--- src/rtl/pc_sequencer.sv ---
// Program-counter sequencer: fetches 18-bit instruction words, presents decoded fields
// downstream and resolves jumps, branch-to-subroutine and return on the accept edge.
module pc_sequencer #(
  parameter int unsigned PC_W  = 10,
  parameter int unsigned STK_D = 4
) (
  input  logic            clk,
  input  logic            reset_n,
  output logic [PC_W-1:0] pm_addr,
  output logic            pm_rd,
  input  logic [17:0]     pm_data,
  output logic [7:0]      OPCODE,
  output logic [4:0]      Ri,
  output logic [4:0]      Rj,
  output logic            instr_valid,
  input  logic            instr_ready,
  input  logic            w_zero,
  input  logic            w_msb,
  input  logic            cy,
  output logic [PC_W-1:0] pc,
  output logic            stk_err
);

  localparam int unsigned AW  = (STK_D > 1) ? $clog2(STK_D) : 1;
  localparam int unsigned SPW = $clog2(STK_D + 1);

  typedef enum logic [1:0] {StFetch, StLoad, StIssue} state_e;

  state_e          state_q, state_d;
  logic [PC_W-1:0] pc_q, pc_d;
  logic [PC_W-1:0] pm_addr_q, pm_addr_d;
  logic            pm_rd_q, pm_rd_d;
  logic [7:0]      opcode_q, opcode_d;
  logic [4:0]      ri_q, ri_d, rj_q, rj_d;
  logic            valid_q, valid_d;
  logic [SPW-1:0]  sp_q, sp_d;
  logic            err_q, err_d;
  logic            push;
  logic [PC_W-1:0] stk_q [STK_D];

  logic [PC_W-1:0] tgt, offs, pc_inc;
  logic [AW-1:0]   top_idx;

  assign tgt     = PC_W'({ri_q, rj_q});
  assign offs    = PC_W'($signed({ri_q, rj_q}));
  assign pc_inc  = pc_q + PC_W'(1);
  assign top_idx = AW'(sp_q - SPW'(1));

  always_comb begin
    state_d   = state_q;
    pc_d      = pc_q;
    pm_addr_d = pm_addr_q;
    pm_rd_d   = 1'b0;
    opcode_d  = opcode_q;
    ri_d      = ri_q;
    rj_d      = rj_q;
    valid_d   = valid_q;
    sp_d      = sp_q;
    err_d     = err_q;
    push      = 1'b0;
    unique case (state_q)
      // The strobe is registered, so FETCH spends one cycle raising it and one with it visible
      // only when entered from reset; after an accept the strobe is raised on the accept edge.
      StFetch: begin
        if (pm_rd_q) begin
          state_d = StLoad;
        end else begin
          pm_rd_d   = 1'b1;
          pm_addr_d = pc_q;
        end
      end
      StLoad: begin
        opcode_d = pm_data[17:10];
        ri_d     = pm_data[9:5];
        rj_d     = pm_data[4:0];
        valid_d  = 1'b1;
        state_d  = StIssue;
      end
      StIssue: begin
        if (instr_ready) begin
          casez (opcode_q)
            8'b00100???: pc_d = tgt;
            8'b00101???: pc_d = w_zero ? tgt : pc_inc;
            8'b00110???: pc_d = !w_msb ? tgt : pc_inc;
            8'b00111???: pc_d = cy ? tgt : pc_inc;
            8'b000111??: begin
              pc_d = pc_q + offs;
              if (sp_q == SPW'(STK_D)) begin
                err_d = 1'b1;
              end else begin
                push = 1'b1;
                sp_d = sp_q + SPW'(1);
              end
            end
            8'b01000001: begin
              if (sp_q == '0) begin
                pc_d  = pc_inc;
                err_d = 1'b1;
              end else begin
                pc_d = stk_q[top_idx] + PC_W'(1);
                sp_d = sp_q - SPW'(1);
              end
            end
            default: pc_d = pc_inc;
          endcase
          valid_d   = 1'b0;
          pm_rd_d   = 1'b1;
          pm_addr_d = pc_d;
          state_d   = StFetch;
        end
      end
      default: state_d = StFetch;
    endcase
  end

  always_ff @(posedge clk or negedge reset_n) begin
    if (!reset_n) begin
      state_q   <= StFetch;
      pc_q      <= '0;
      pm_addr_q <= '0;
      pm_rd_q   <= 1'b0;
      opcode_q  <= '0;
      ri_q      <= '0;
      rj_q      <= '0;
      valid_q   <= 1'b0;
      sp_q      <= '0;
      err_q     <= 1'b0;
    end else begin
      state_q   <= state_d;
      pc_q      <= pc_d;
      pm_addr_q <= pm_addr_d;
      pm_rd_q   <= pm_rd_d;
      opcode_q  <= opcode_d;
      ri_q      <= ri_d;
      rj_q      <= rj_d;
      valid_q   <= valid_d;
      sp_q      <= sp_d;
      err_q     <= err_d;
    end
  end

  // Stack storage needs no reset; the pointer alone defines which entries are live.
  always_ff @(posedge clk) begin
    if (push) begin
      stk_q[sp_q[AW-1:0]] <= pc_q;
    end
  end

  assign pm_addr     = pm_addr_q;
  assign pm_rd       = pm_rd_q;
  assign OPCODE      = opcode_q;
  assign Ri          = ri_q;
  assign Rj          = rj_q;
  assign instr_valid = valid_q;
  assign pc          = pc_q;
  assign stk_err     = err_q;

endmodule

--- config.mk ---
export PLATFORM = sky130hd
export DESIGN_NAME = pc_sequencer
export DESIGN_NICKNAME = d
export VERILOG_FILES = /design/src/rtl/pc_sequencer.sv
export SDC_FILE = /design/constraint.sdc
export NUM_CORES = 1
export LEC_CHECK = 0
export CAP_MARGIN = 20
export CORE_MARGIN = 2
export CORE_UTILIZATION = 35
export CTS_CLUSTER_DIAMETER = 40
export DETAILED_ROUTE_END_ITERATION = 10
export SLEW_MARGIN = 10
export SYNTH_ARGS = -nofsm -noshare
export SYNTH_HDL_FRONTEND = slang
export SYNTH_SLANG_ARGS = --single-unit
--- constraint.sdc ---
create_clock -name clk -period 4.7 [get_ports clk]
set_clock_uncertainty 0.05 [all_clocks]
set_input_delay 0.94 -clock clk [delete_from_list [all_inputs] [get_ports clk]]
set_output_delay 0.94 -clock clk [all_outputs]
set_load 0.005 [all_outputs]
==> impl_metrics.tcl <==
set metrics [dict create \
    status "finished, final reports clean" \
    antenna_left 0 \
    tns_ns 0 \
    final_nets 461 \
    drt_iter0_markers 220 \
    critPathRequiredTime_ns 4.89 \
    synth.distinct_cells 60 \
    start_util 0.362 \
    critical_path_arrival_ns 3.38 \
    cellPowerDensity_mw_per_mm2 636 \
    syn_inst 351 \
    vias 3115 \
    gp_congestion 0.886 \
    track_usage 0.170 \
    post-cts-setup-buffers 0 \
    grt_pass1_vias 3232 \
    leakagePower_nw 2.08 \
    setup_viol 0 \
    wire_per_inst_um 17.9 \
    cts_root_buffer "clkbuf_16" \
    clk_pin_slew_ns 0.06 \
    core_area_mm2 0.0122 \
    via_per_inst 5.26 \
    period_minus_slack_ns 3.18 \
    diodes 0 \
    die_h_um 116 \
    cp-start-kind "register" \
    io-pin-count 65 \
    synth.top_cell.area_share 0.273 \
    synth_area_mm2 0.00440 \
    ys_seq_area_frac 0.534 \
    finalHoldViolations 0 \
    syn-num-nets 393 \
    grt_pass1_wl_um 17200 \
    tightestPinTransition_ns 0.928 \
    rsz0062_at_grt "false" \
    numCtsBuffers 9 \
    ctsResizeCount 0 \
    fin_crit_sh 0.677 \
    synth_area_leader_cell "edfxtp_1" \
    end_kind "register" \
    hpwlAfterDp_um 7620 \
    slew_viol_final 0 \
    timing.slew.headroom 0.379 \
    ys_top_cells_by_area "edfxtp_1, dfrtp_1, ha_1" \
    holdBufCountCts 0 \
    hold_class "register to register" \
    synth_seq_cells 86 \
    ys_warn_count 0 \
    die-width_um 116 \
    cts_tree "done" \
    rows 40 \
    peakVddDrop_mv 0.309 \
    clk_latency_ns 0.35 \
    die-area_mm2 0.0135 \
    cap_violations 0 \
    grt_max_degree 47 \
    syn_area_per_cell_um2 12.5 \
    htreeDepth 3 \
    totalWireLength_um 10600 \
    synth_edf_count 40 \
    antenna_found_initial 0 \
    drc 0 \
    max_freq_mhz 314 \
    area_delta_synth_final_pct 25.2 \
    async_reset_ff_frac 0.535 \
    cp_max_fo 14 \
    grt-ovfl-total 0 \
    drive_gt1_frac 0.146 \
    clk_path_buf_depth 2 \
    final_util 0.453 \
    clock_sinks 86 \
    path_class "register to register" \
    drtPass1Iterations 4 \
    synthFlopType "dfrtp_1" \
    port_buffers 64 \
]
[metrics by stage]
step	instance area [um2]	worst slack, ns	power [mW]	hold WS [ns]	cells
6_report	5510	1.52	3.51	0.434	592
3_3_place_gp	5220	1.55	2.84	0.423	575
4_1_cts	5490	1.46	3.53	0.444	591
2_1_floorplan	4400	2.06	2.20	0.408	351
5_1_grt	5510	1.20	3.77	0.468	592
3_5_place_dp	5220	1.47	2.86	0.424	575
[cells in the mapped netlist, types with 2 or more instances]
cell type,instances
dfrtp_1,46
edfxtp_1,40
nand2_1,28
a21oi_1,23
xnor2_1,20
mux2_2,18
nor2_1,18
ha_1,17
o21ai_0,17
a21o_1,10
mux4_2,9
nand3_1,9
and2_1,8
xor2_1,7
clkbuf_1,6
inv_1,6
nand4_1,6
nor3_1,5
and3_1,4
a221oi_2,3
nor2b_1,3
a211o_1,2
a211oi_1,2
a222oi_1,2
a22o_1,2
buf_2,2
nand2b_1,2
nand4b_1,2
o21bai_1,2
or3_1,2
[worst paths after layout]
| check | startpoint | slack [ns] | endpoint | cells after the start |
|---|---|---|---|---|
| min in group asynchronous | reset_n | 0.47 | OPCODE[7]$_DFFE_PN0P_ | 1 |
| worst max-delay path | sp_q[0]$_DFFE_PN0P_ | 1.52 | pm_addr[1]$_DFFE_PN0P_ | 9 |
| max in group asynchronous | reset_n | 3.64 | pc[7]$_DFFE_PN0P_ | 2 |
| worst min-delay path | stk_err$_DFFE_PN0P_ | 0.43 | stk_err$_DFFE_PN0P_ | 1 |
| worst max register to register | sp_q[0]$_DFFE_PN0P_ | 1.52 | pm_addr[1]$_DFFE_PN0P_ | 9 |
| worst min register to register | stk_err$_DFFE_PN0P_ | 0.43 | stk_err$_DFFE_PN0P_ | 1 |
[cells in the final DEF (no fill, tap or decap), types with 3 or more instances in the layout]
cell type        synthesis  final
clkdlybuf4s50_1          0     63
dfrtp_1                 46     46
edfxtp_1                40     40
nand2_1                 28     28
a21oi_1                 23     23
xnor2_1                 20     20
nor2_1                  18     18
mux2_2                  18     18
o21ai_0                 17     17
ha_1                    17     17
a21o_1                  10     10
mux4_2                   9      9
nand3_1                  9      9
clkbuf_16                0      9
and2_1                   8      8
xor2_1                   7      7
inv_1                    6      6
nand4_1                  6      6
nor3_1                   5      5
and3_1                   4      4
a221oi_2                 3      3
clkinvlp_4               0      3
buf_4                    1      3
[flip-flops by register name, summed over array words and instances, names as in the netlist]
signal / count
OPCODE: 8
Ri: 5
Rj: 5
instr_valid: 1
pc: 10
pm_addr: 10
pm_rd: 1
sp_q: 3
state_q: 2
stk_err: 1
stk_q: 40
[final cells by class]
class	instances	area (um2)
clock buffer	10	229
inverter	6	22.5
clock inverter	6	45.0
tap	168	210
timing repair buffer	68	678
sequential	86	2350
multi-input combinational	248	1980
fill	1139	6650
[worst max-delay path, cell delays in order, from the launching register on]
cell and delay (ns):
dfrtp_1 0.32, buf_4 0.26, inv_1 0.11, ha_1 0.62, mux4_2 0.46, ha_1 0.32, a22o_1 0.20, a221oi_1 0.35
a21oi_1 0.18, a21o_1 0.20
[metal layers]
layer | part of all wire | up-vias | track usage
li1 | - | 1461 | -
met1 | 0.46 | 1544 | 0.231
met2 | 0.46 | 97 | 0.263
met3 | 0.060 | 13 | 0.0426
met4 | 0.019 | 0 | 0.0659
met5 | 0 | - | 0
[kinds of logic (layout without fill, tap and decap cells)]
group,count (synthesis),count (layout),share of synthesized area
simple gates,98,98,0.122
flops,86,86,0.534
mux,29,29,0.100
fa+ha+maj,18,18,0.0528
xor+xnor,27,27,0.0537
buf+inv,17,90,0.0176
compound gates,76,76,0.120
[where the power goes]
part	internal, mW	switching (mW)
Clock	0.361	0.301
Combinational	0.829	0.705
Sequential	1.00	0.308
Total	2.19	1.31
Power figures use the tool's default switching activity.
==> RTL change, RTL diff (config.mk and constraints unchanged) <==
Change the parameter `PC_W` from 10 to 14.
--- a/src/rtl/pc_sequencer.sv
+++ b/src/rtl/pc_sequencer.sv
@@ -1,7 +1,7 @@
 // Program-counter sequencer: fetches 18-bit instruction words, presents decoded fields
 // downstream and resolves jumps, branch-to-subroutine and return on the accept edge.
 module pc_sequencer #(
-  parameter int unsigned PC_W  = 10,
+  parameter int unsigned PC_W  = 14,
   parameter int unsigned STK_D = 4
 ) (
   input  logic            clk,
Interface: changed (resized pc and pm_addr); port bits go from 65 to 73. The function was not compared with the original's and may differ.
==> RTL change against the original RTL <==
  * Total power rose by 25%
  * Synthesized area increased by 30%
  * Worst setup slack worse by 0.16 ns
  * Worst hold slack got worse by 0.0033 ns
  * Cell area is 27% higher
  * Global-route usage grew 1.2 points
  * Sequential cell count grew 24
  * Combinational power up 27%
  * Final cell count grew 30%
  * Wire length up 42%
  * Utilization decreased by 1.5 points
  * Largest power group unchanged
==> RTL change: results <==
metrics = {
    "outcome": {
        "status": "finished clean",
    },
    "drt": {
        "drt_first_pass_iters": 5,
        "wirelength_um": 15000,
        "wl_met2_um": 6900,
        "vias_per_cell": 5.45,
        "wl_met3_um": 808,
        "drt_iter0_markers": 300,
        "met1_length_um": 7100,
    },
    "placed_design": {
        "place.gp.congestion": 0.847,
        "port-buffer-count": 72,
        "hpwl_um": 10800,
        "dp_slack_ns": 1.30,
        "placed_area_mm2": 0.00666,
    },
    "synth": {
        "syn-num-nets": 519,
        "synth_edf_count": 56,
        "synth_common_cells": "56 x edfxtp_1, 54 x dfrtp_1, 43 x nand2_1",
        "yosysSeqAreaShare": 0.531,
        "yosysUniqueCellTypes": 64,
        "synthFlopType": "edfxtp_1",
        "ys_top_cells_by_area": "edfxtp_1 29%, dfrtp_1 24%, ha_1 4.6%, mux2_2 3.5%, mux4_2 3.5%",
        "synthArstFlopShare": 0.491,
        "yosys_warnings": 0,
    },
    "worst_setup_path": {
        "critPathTopFamily": "simple AND/OR/NAND/NOR gates",
        "path_max_fanout": 15,
        "r2r_end": "pm_addr[12]$_DFFE_PN0P_",
        "cp-end-kind": "flip-flop",
        "reg2reg_slack_ns": 1.36,
        "setup.worst_path.start": "sp_q[1]$_DFFE_PN0P_",
        "r2r_cells": 10,
        "critical_path_arrival_ns": 3.59,
        "cpPeakStageDelay_ns": 0.74,
    },
    "cts": {
        "cts-htree-levels": 3,
        "numCtsBuffers": 9,
        "cts-resized-gates": 0,
        "cts_setup_buffers": 0,
    },
    "worst_hold_path": {
        "whs_path_depth": 1,
        "worstHoldStart": "instr_valid$_DFFE_PN0P_",
        "worstHoldEndpoint": "instr_valid$_DFFE_PN0P_",
    },
    "global_routing": {
        "grt_pass1_wl_um": 24300,
        "grt_usage": 0.182,
        "grt_max_degree": 55,
        "grt_pass1_vias": 4292,
    },
    "cells_and_area": {
        "fillCellCount": 1478,
        "largest_register_ff_count": 56,
        "nets": 593,
        "layout-drive-gt1-share": 0.103,
    },
    "sta": {
        "setup_viol": 0,
        "finalCritPeriodShare": 0.711,
        "maxSlewHeadroom": 0.402,
    },
    "pwr": {
        "p_leak_uw": 0.00257,
        "ir_drop_mv": 0.244,
        "p_switching_uw": 1690,
    },
}
==> RTL change: cell types whose count changed in the layout (fill, tap and decap cells not counted), moves of 7 or more <==
cell | before | now
clkdlybuf4s50_1 | 63 | 71
dfrtp_1 | 46 | 54
edfxtp_1 | 40 | 56
inv_1 | 6 | 13
nand2_1 | 28 | 43
nor3_1 | 5 | 12
o21ai_0 | 17 | 27
xor2_1 | 7 | 14
==> RTL change: power by group through the flow <==
stage	clock network, uW	logic [uW]	registers (uW)
2_1_floorplan	0	1200	1520
3_3_place_gp	0	1910	1640
3_5_place_dp	0	1930	1650
4_1_cts	813	1940	1630
5_1_grt	846	2140	1680
6_report	790	1940	1640
==> RTL change: final cells by class <==
class	count	area [um^2]	area share
clock buffer	10	229	0.0328
clock inverter	6	75.1	0.0108
inverter	14	52.6	0.00753
multi-input combinational	334	2550	0.366
sequential	110	3030	0.434
tap	216	270	0.0387
timing repair buffer	78	768	0.110
==> RTL change: per-stage QoR <==
stage | hold WS, ns | instances | util
floorplan | 0.408 | 473 | -
global placement | 0.420 | 751 | 0.418
detailed placement | 0.420 | 751 | 0.418
CTS | 0.437 | 767 | 0.437
global route | 0.467 | 768 | 0.438
finish | 0.431 | 768 | 0.438
==> RTL change: kinds of logic (layout without fill, tap and decap cells) <==
family          after synthesis  after routing  share of synthesized area
mux                          34             34                     0.0973
flops                       110            110                      0.531
xor+xnor                     35             35                     0.0537
fa+ha+maj                    22             22                     0.0495
compound gates              104            104                      0.124
buf+inv                      29            108                     0.0223
simple gates                139            139                      0.123
==> RTL change: per-layer routing <==
metal	vias up	track usage
met5	-	0
met4	0	0.0598
met3	15	0.0304
met2	125	0.287
met1	2093	0.256
li1	1951	-
